[src/rtl/hsid_x_result_writer.sv]
// HSID result writer: captures min/max MSE results and stores them as a word record via an OBI master.
// Optional status word (cycle count + 16'hC0DE tag) enabled by defining HSID_X_RESULT_WR_STATUS_EN.
module hsid_x_result_writer #(
   parameter int unsigned WORD_WIDTH        = 32,
   parameter int unsigned HSP_LIBRARY_WIDTH = 8
) (
   input  logic                         clk,
   input  logic                         rst_n,
   input  logic                         start,
   input  logic [WORD_WIDTH-1:0]        base_addr,
   input  logic [HSP_LIBRARY_WIDTH-1:0] mse_min_ref,
   input  logic [WORD_WIDTH-1:0]        mse_min_value,
   input  logic [HSP_LIBRARY_WIDTH-1:0] mse_max_ref,
   input  logic [WORD_WIDTH-1:0]        mse_max_value,
   output logic                         obi_req,
   output logic [WORD_WIDTH-1:0]        obi_addr,
   output logic                         obi_we,
   output logic [3:0]                   obi_be,
   output logic [WORD_WIDTH-1:0]        obi_wdata,
   input  logic                         obi_gnt,
   input  logic                         obi_rvalid,
   output logic                         idle,
   output logic                         done,
   output logic                         error
);

`ifdef HSID_X_RESULT_WR_STATUS_EN
   localparam int unsigned NWORDS = 5;
`else
   localparam int unsigned NWORDS = 4;
`endif
   localparam logic [2:0] LAST_IDX = 3'(NWORDS - 1);

   typedef enum logic [1:0] {S_IDLE, S_REQ, S_WAIT, S_DONE} state_e;

   state_e                         state_q, state_d;
   logic [2:0]                     idx_q, idx_d;
   logic [WORD_WIDTH-1:0]          base_q;
   logic [HSP_LIBRARY_WIDTH-1:0]   min_ref_q, max_ref_q;
   logic [WORD_WIDTH-1:0]          min_val_q, max_val_q;
   logic                           err_q;
   logic                           start_ok, start_bad, last;
   logic [WORD_WIDTH-1:0]          word;

   assign start_ok  = start && (state_q == S_IDLE) && (base_addr[1:0] == 2'b00);
   assign start_bad = start && (state_q == S_IDLE) && (base_addr[1:0] != 2'b00);
   assign last      = (idx_q == LAST_IDX);

   always_ff @(posedge clk or negedge rst_n) begin
      if (!rst_n) begin
         state_q <= S_IDLE;
         idx_q   <= '0;
      end else begin
         state_q <= state_d;
         idx_q   <= idx_d;
      end
   end

   // A grant that arrives together with its response completes the word without visiting WAIT.
   always_comb begin
      state_d = state_q;
      idx_d   = idx_q;
      unique case (state_q)
         S_IDLE: begin
            if (start_ok) begin
               state_d = S_REQ;
               idx_d   = '0;
            end
         end
         S_REQ: begin
            if (obi_gnt) begin
               if (obi_rvalid) begin
                  if (last) begin
                     state_d = S_DONE;
                  end else begin
                     state_d = S_REQ;
                     idx_d   = idx_q + 3'd1;
                  end
               end else begin
                  state_d = S_WAIT;
               end
            end
         end
         S_WAIT: begin
            if (obi_rvalid) begin
               if (last) begin
                  state_d = S_DONE;
               end else begin
                  state_d = S_REQ;
                  idx_d   = idx_q + 3'd1;
               end
            end
         end
         S_DONE: state_d = S_IDLE;
         default: state_d = S_IDLE;
      endcase
   end

   always_ff @(posedge clk or negedge rst_n) begin
      if (!rst_n) begin
         base_q    <= '0;
         min_ref_q <= '0;
         min_val_q <= '0;
         max_ref_q <= '0;
         max_val_q <= '0;
         err_q     <= 1'b0;
      end else begin
         err_q <= start_bad;
         if (start_ok) begin
            base_q    <= base_addr;
            min_ref_q <= mse_min_ref;
            min_val_q <= mse_min_value;
            max_ref_q <= mse_max_ref;
            max_val_q <= mse_max_value;
         end
      end
   end

`ifdef HSID_X_RESULT_WR_STATUS_EN
   logic [15:0] cnt_q;
   logic        cnt_run_q;

   // Counts from the start cycle (cycle 0) and freezes on the grant of word 3.
   always_ff @(posedge clk or negedge rst_n) begin
      if (!rst_n) begin
         cnt_q     <= '0;
         cnt_run_q <= 1'b0;
      end else if (start_ok) begin
         cnt_q     <= 16'd1;
         cnt_run_q <= 1'b1;
      end else if (cnt_run_q) begin
         if ((state_q == S_REQ) && obi_gnt && (idx_q == 3'd3)) begin
            cnt_run_q <= 1'b0;
         end else if (cnt_q != '1) begin
            cnt_q <= cnt_q + 16'd1;
         end
      end
   end
`endif

   always_comb begin
      word = '0;
      unique case (idx_q)
         3'd0:    word = WORD_WIDTH'(min_ref_q);
         3'd1:    word = min_val_q;
         3'd2:    word = WORD_WIDTH'(max_ref_q);
         3'd3:    word = max_val_q;
`ifdef HSID_X_RESULT_WR_STATUS_EN
         3'd4:    word = WORD_WIDTH'({16'hC0DE, cnt_q});
`endif
         default: word = '0;
      endcase
   end

   always_comb begin
      obi_req   = (state_q == S_REQ);
      obi_addr  = obi_req ? (base_q + WORD_WIDTH'({idx_q, 2'b00})) : '0;
      obi_wdata = obi_req ? word : '0;
      obi_we    = obi_req;
      obi_be    = obi_req ? 4'hF : 4'h0;
      idle      = (state_q == S_IDLE);
      done      = (state_q == S_DONE);
      error     = err_q;
   end

endmodule

[config.mk]
export PLATFORM = sky130hd
export DESIGN_NAME = hsid_x_result_writer
export DESIGN_NICKNAME = d
export VERILOG_FILES = /design/src/rtl/hsid_x_result_writer.sv
export SDC_FILE = /design/constraint.sdc
export NUM_CORES = 1
export LEC_CHECK = 0
export ABC_AREA = 1
export CORE_MARGIN = 3
export CORE_UTILIZATION = 40
export DETAILED_ROUTE_END_ITERATION = 7
export HOLD_SLACK_MARGIN = 0.15
export PLACE_DENSITY_LB_ADDON = 0.12
export SETUP_SLACK_MARGIN = 0.05
export SYNTH_ARGS = -nofsm -noshare
export SYNTH_HDL_FRONTEND = slang
export SYNTH_SLANG_ARGS = --single-unit
[constraint.sdc]
create_clock -name clk -period 2.63 [get_ports clk]
set_input_delay 0.6575 -clock clk [delete_from_list [all_inputs] [get_ports clk]]
set_output_delay 0.6575 -clock clk [all_outputs]
set_load 0.02 [all_outputs]
==> impl_results.md, run 1 <==
- Fraction of registers with async set/reset: 1.00
- Remaining DRCs: 0
- Final TNS setup: -6030 ps
- Yosys top cell area share: 0.469
- GRT Max-Usage Layer: met2
- Status: complete, but fails checks
- Skew final: approximately 6.3 ps
- Count leader, synth: nand2_1
- Area after DPL: about 8700 sq um
- Crit path max fanout: 5
- Most used DFF post-synth: dfrtp_1
- Post-Synth Simple-Gate Area: 0.376
- DP Worst Slack: -415 ps
- Multiplexer area fraction after synthesis: 0
- Die Height: ~130 um
- Gr usage total: 0.229
- WL/cell: ~15 um
- Post-Syn Area per Cell: 7.09 sq um
- Total number of vias: 6,595
- Area Overhead vs Synth: 61.3%
- Hold WC Path Type: input pin to asynchronous set/reset pin
- Row count: between 40 and 50
- Final non-filler cell total: 1,354
- Yosys warns: 0
- Final Setup Violations: 46
- CP Capture Type: output port
- Internal power: 6.33 mW
- Worst IR Drop VDD: 602 uV
- Lkg Pwr: between 4 and 5 nW
- Synth Area in XOR/XNOR: 0.00139
- Fin Hold WS: roughly 280 ps
- Final core occ: 0.663
- Core area: between 15,000 and 20,000 sq um
- Fmax achieved: approximately 330 MHz
- Synth cell count leaders: nand2_1 (443), dfrtp_1 (118), nand3_1 (69), nor2_1 (69), a21oi_1 (39)
- DR vias/cell: between 4 and 5
- CTS Buf Count: 17
- Hold Buf Count CTS: 0
- CTS tree: built
- CTS H-Tree Depth: 4
- Final WL: 20.6 mm
- Width of the die: between 100 and 150 um
- Clk root buf: clkbuf_16
- Number of global-route vias before repair: between 6,000 and 7,000
- Initial DRT Pass Iterations: 5
- Skew-Pair Late Insertion Delay: 410 ps
- Cells after DPL: 1,292
- Initial core utilization: 0.411
- RePlAce Congestion: roughly 0.89
- Max cap viols: 0
- Nets@finish: 1,261
- Starting DRC count in detailed routing: slightly above 500
- TritonCTS sink count: around 120
- Fillers: around 1,400
- Total gr overflow: 0
- Initial antenna violation count: 0
- CTS max path bufs: 2
- Reg2reg setup slack: 540 ps
- Pwr dens: roughly 1000 nW/um^2
- Slew at the pin closest to its max-slew limit: 719 ps
- Routed Antenna Nets: 0
- Worst R2R Path Depth: 7
- Antenna diodes: 0
- Syn_nets: around 1,000
- Worst setup path class: flop to output port
- Post-synthesis sequential area ratio: 0.469
- Post-route setup slack: -372 ps
- Top cells by area, synth: dfrtp_1 (47%), nand2_1 (26%), nand3_1 (5.5%), nor2_1 (4.1%), a21oi_1 (3.1%)
- Clock power share: 0.228
- Pin count of the biggest net entering global routing: around 120
- Number of synthesized flops with an enable pin: 0
- First-pass GRT wire length: around 32 mm
- Synthesized cell area: approximately 6300 sq um
- Post-Syn Instances: roughly 900
- Die ar.: between 15,000 and 20,000 sq um
- Failing checks: setup timing
- DPL Wire Length: 13.1 mm
- Clk slew on worst S/H paths: 60 ps
- Slew margin rel.: 0.521
- Met1 global-route usage: 0.289
- Main combinational cell family by area after synthesis: simple AND/OR/NAND/NOR gates
- Synth Area in Compound Gates: 0.0652
- Switching share of power: 0.401
- IO Pins: 190
- FF+latch count, synth: 118
- Period utilisation layout: 1.14
- Area leader, netlist: dfrtp_1
- IO Port Bufs: 189
- RSZ-0062 raised after global routing: yes
- P_sw: 4.23 mW
- Met3 usage: 0.0658
- Post-layout minimum cycle time: between 3000 and 4000 ps
- Hold Vio Cnt, Final: 0
- Final Slew Violations: 0
- Critical Path RT: a little under 2000 ps
- Adder-cell share of the synthesized area: 0.0270
- Post-route cell area: a little over 10,000 sq um
- Sequential Power Share: 0.314
- Startpoint Class: flop
- Share of cells above drive strength 1: 0.248
- Logic gate share of total power: 0.458
- Total power: 10.6 mW
- Count of different cell masters after synthesis: 26
- Crit path DAT: 2340 ps
- Grt met2 use: 0.384
-- worst paths after layout --
| path | end | start |
|---|---|---|
| max in group asynchronous | min_val_q[17] | rst_n |
| min reg2reg | min_val_q[14] | min_val_q[14] |
| min | base_q[11] | rst_n |
| max | obi_addr[30] | idx_q[0] |
| max reg2reg | max_val_q[28] | state_q[0] |
| min in group clk | min_val_q[14] | min_val_q[14] |
-- cell families after synthesis --
logic type / after synthesis
buffers and inverters: 86
XOR/XNOR: 1
AND/OR/NAND/NOR: 595
adder cells (fa/ha/maj): 13
AO/OA/AOI/OAI: 75
flip-flops: 118
-- flip-flops by register name, summed over array words and instances, names as in the netlist --
register,cells
min_val_q,32
error,1
max_ref_q,8
base_q,32
state_q,2
idx_q,3
min_ref_q,8
max_val_q,32
-- critical path, stage by stage (launching register included) --
cell and delay, ps:
dfrtp_1 360, ha_2 200, inv_2 40, fa_2 350
inv_2 80, nand2_2 60, nand2_2 70, nand2_2 60
nor2_4 190, buf_6 130, nand2_2 40, nand2_1 50
nand2_1 50, nor2_1 90, buf_4 150
-- metal layers --
| layer | part of all wire | vias up |
|---|---|---|
| met2 | 0.50 | 204 |
| met3 | 0.057 | 24 |
| met1 | 0.43 | 3087 |
| met5 | 0 | - |
| met4 | 0.013 | 0 |
| li1 | - | 3280 |
-- power by group through the flow --
stage | registers (mW) | logic [mW] | clock network [mW]
2_1_floorplan | 3.09 | 2.50 | 0
3_5_place_dp | 3.22 | 4.35 | 0
5_1_grt | 3.41 | 5.29 | 2.55
3_3_place_gp | 3.22 | 4.31 | 0
4_1_cts | 3.22 | 4.40 | 2.45
6_report | 3.31 | 4.84 | 2.41
-- cell type report --
| class | count | area [sq um] | share of cell area |
|---|---|---|---|
| multi-input cells | 684 | 3480 | 0.343 |
| flip-flops and latches | 118 | 2950 | 0.291 |
| repair buffers | 272 | 2700 | 0.266 |
| clock buffers | 17 | 425 | 0.0419 |
| well taps | 211 | 264 | 0.0260 |
| clock inverters | 14 | 184 | 0.0181 |
| inverters | 38 | 145 | 0.0143 |
-- cell usage in the layout, fill, tap and decap left out, types with 8 or more instances in the layout --
| cell type | instances |
|---|---|
| nand2_4 | 18 |
| clkdlybuf4s50_1 | 118 |
| inv_1 | 30 |
| o21ai_0 | 20 |
| a41oi_2 | 8 |
| a21oi_2 | 22 |
| nand2_1 | 404 |
| buf_12 | 13 |
| clkbuf_16 | 20 |
| nand3_1 | 64 |
| a21oi_1 | 15 |
| buf_4 | 91 |
| nand2_2 | 23 |
| dlygate4sd2_1 | 8 |
| buf_6 | 30 |
| dfrtp_1 | 118 |
| nor2_1 | 65 |
-- repair_timing --
item,in CTS,in global routing
buffers inserted,11,19
setup endpoints to repair,64,63
pin swaps,24,48
resized for setup,365,136
gates cloned,2,3
Note: power is estimated with default switching activity, not from simulation.
==> run 2: changes to the inputs <==
--- a/config.mk
+++ b/config.mk
@@ -8,9 +8,11 @@
 export ABC_AREA = 1
 export CORE_MARGIN = 3
 export CORE_UTILIZATION = 40
+export CTS_CLUSTER_SIZE = 14
 export DETAILED_ROUTE_END_ITERATION = 7
 export HOLD_SLACK_MARGIN = 0.15
 export PLACE_DENSITY_LB_ADDON = 0.12
+export REMOVE_ABC_BUFFERS = 1
 export SETUP_SLACK_MARGIN = 0.05
 export SYNTH_ARGS = -nofsm -noshare
 export SYNTH_HDL_FRONTEND = slang
==> run 2 against run 1 <==
Effect of this change: the run still ends with setup timing left; sequential power is 3% lower; final cell count fell by 0.96%; maximum frequency up 1.3%; first-iteration DRC count decreased by 32%; clock skew shrank 1.8 ps; flip-flop and latch count unchanged; highest routed layer unchanged; combinational power decreased by 2%; count of clock-buffer cells in the layout up 1; largest cell class unchanged; design area decreased by 4.2%; non-clock buffer count down 14; critical endpoint is now obi_addr[22]; clock power decreased by 8.7%; critical path depth is the same.
==> impl_results.md, run 2 (synthesis gave the netlist of run 1 again) <==
- Final Slew Violations: 0
- Worst IR Drop VDD: around 520 uV
- CTS max path bufs: 2
- Pwr dens: ~1000 nW/um^2
- Critical Path RT: slightly below 2000 ps
- Logic gate share of total power: 0.465
- Most frequent cells in the layout: nand2_1 (426), dfrtp_1 (118), clkdlybuf4s50_1 (118), buf_4 (98), nand3_1 (63)
- Worst setup path class: flop to output port
- First-pass GRT wire length: 31.3 mm
- Slew at the pin closest to its max-slew limit: between 600 and 700 ps
- Setup crit start: base_q[2]
- Lkg Pwr: 4.63 nW
- Post-route setup slack: -334 ps
- Final TNS setup: -4490 ps
- Area after DPL: ~8800 sq um
- Post-layout minimum cycle time: roughly 3000 ps
- Gr usage total: 0.221
- CTS tree: built
- TritonCTS sink count: around 120
- Hold Vio Cnt, Final: 0
- Top flop regs: base_q (32), max_val_q (32), min_val_q (32)
- DP Worst Slack: -442 ps
- Total number of vias: roughly 6,400
- Hold WC Path Type: input pin to asynchronous set/reset pin
- Clock power share: 0.217
- Starting DRC count in detailed routing: 347
- Remaining DRCs: 0
- Initial core utilization: 0.411
- Row count: 45
- WL/cell: between 10 and 15 um
- Failing checks: setup timing
- RePlAce Congestion: between 0.8 and 0.9
- Internal power: ~6.0 mW
- Pin count of the biggest net entering global routing: 119
- Die Height: 131 um
- P_sw: 4.09 mW
- Status: complete, but fails checks
- Antenna diodes: 0
- IO Port Bufs: 189
- RSZ-0062 raised after global routing: yes
- Skew final: ~4.5 ps
- Cells after DPL: between 1,000 and 1,500
- IO Pins: 190
- Fin Hold WS: 286 ps
- Total gr overflow: 0
- Routed Antenna Nets: 0
- DR vias/cell: 4.79
- CTS Buf Count: 17
- Crit path DAT: 2310 ps
- Share of cells above drive strength 1: 0.210
- Clk root buf: clkbuf_16
- Post-route cell area: ~9700 sq um
- Initial DRT Pass Iterations: 4
- Period utilisation layout: 1.13
- Nets@finish: about 1,200
- Startpoint Class: flop
- Final Setup Violations: ~40
- Skew-Pair Late Insertion Delay: 410 ps
- RR Startpoint: state_q[0]
- CP Capture Type: output port
- Width of the die: around 130 um
- Fmax achieved: roughly 340 MHz
- CTS H-Tree Depth: 4
- Slew margin rel.: 0.540
- Die ar.: 17,300 sq um
- Core area: ~15,000 sq um
- Switching share of power: 0.404
- Final non-filler cell total: roughly 1,300
- Crit path max fanout: 7
- Area Overhead vs Synth: 54.5%
- Number of global-route vias before repair: 6,419
- Max cap viols: 0
- Final WL: a little under 20 mm
- DPL Wire Length: between 10 and 15 mm
- Clk slew on worst S/H paths: about 60 ps
- Initial antenna violation count: 0
- Sequential Power Share: 0.318
- Commonest non-fill, non-tap cell in the layout: nand2_1
## run 2: cell count changes in the layout (fill, tap and decap cells not counted), sizes merged
cell | before | now
bufinv | 4 | 1
clkinv | 5 | 7
buf | 142 | 129
dlymetal6s2s | 1 | 0
clkinvlp | 4 | 5
dlygate4sd2 | 8 | 9
bufbuf | 0 | 2
clkbuf | 20 | 18
## run 2: metal layers
| layer | global-route usage | part of all wire |
|---|---|---|
| met1 | 0.281 | 0.44 |
| met5 | 0 | 0 |
| met3 | 0.0613 | 0.063 |
| met2 | 0.364 | 0.48 |
| met4 | 0.0741 | 0.016 |
## run 2: worst paths after layout
check / cells after the start / to / slack [ps]
setup / recovery: 14 / obi_addr[22] / -330
min in group clk: 2 / max_val_q[16] / 480
max in group asynchronous: 2 / max_val_q[16] / 1780
hold / removal: 2 / base_q[7] / 290
hold reg to reg: 2 / max_val_q[16] / 480
setup reg to reg: 7 / base_q[20] / 670
## run 2: what timing repair did
item                                   in CTS  in global routing
hold buffers                                0                  0
setup endpoints to repair                  70                 60
pin swaps                                  19                 20
setup buffers                              10                  7
gates cloned                                2                  0
gates resized for setup                   378                 37
endpoints found under the hold margin       0                  0
## run 2: power groups by stage
stage | Sequential, mW | Clock (mW) | Combinational (mW)
finish | 3.22 | 2.20 | 4.72
global route | 3.32 | 2.31 | 5.16
CTS | 3.21 | 2.23 | 4.61
detailed placement | 3.21 | 0 | 4.51
global placement | 3.19 | 0 | 4.48
floorplan | 3.09 | 0 | 2.36
## run 2: final cells by class
type,instances,area [sq um]
repair buffers,258,2530
well taps,211,264
fillers,1430,5590
flip-flops and latches,118,2950
inverters,38,144
clock inverters,14,126
multi-input cells,684,3270
clock buffers,18,439
## run 2: stage by stage
| stage | utilization | power, mW |
|---|---|---|
| floorplan | - | 5.45 |
| global placement | 0.575 | 7.66 |
| detailed placement | 0.575 | 7.72 |
| CTS | 0.624 | 10.1 |
| global route | 0.635 | 10.8 |
| finish | 0.635 | 10.1 |
## run 2: worst max-delay path, stage by stage, from the launching register on
cell and delay [ps]:
dfrtp_1 360, ha_2 200, inv_2 40, fa_2 350, inv_2 80, nand2_2 50
nand2_2 80, nand2_2 60, nor2_4 130, buf_6 150, buf_4 110, nand3_2 40
nand2_1 60, nor2_1 40, buf_4 150
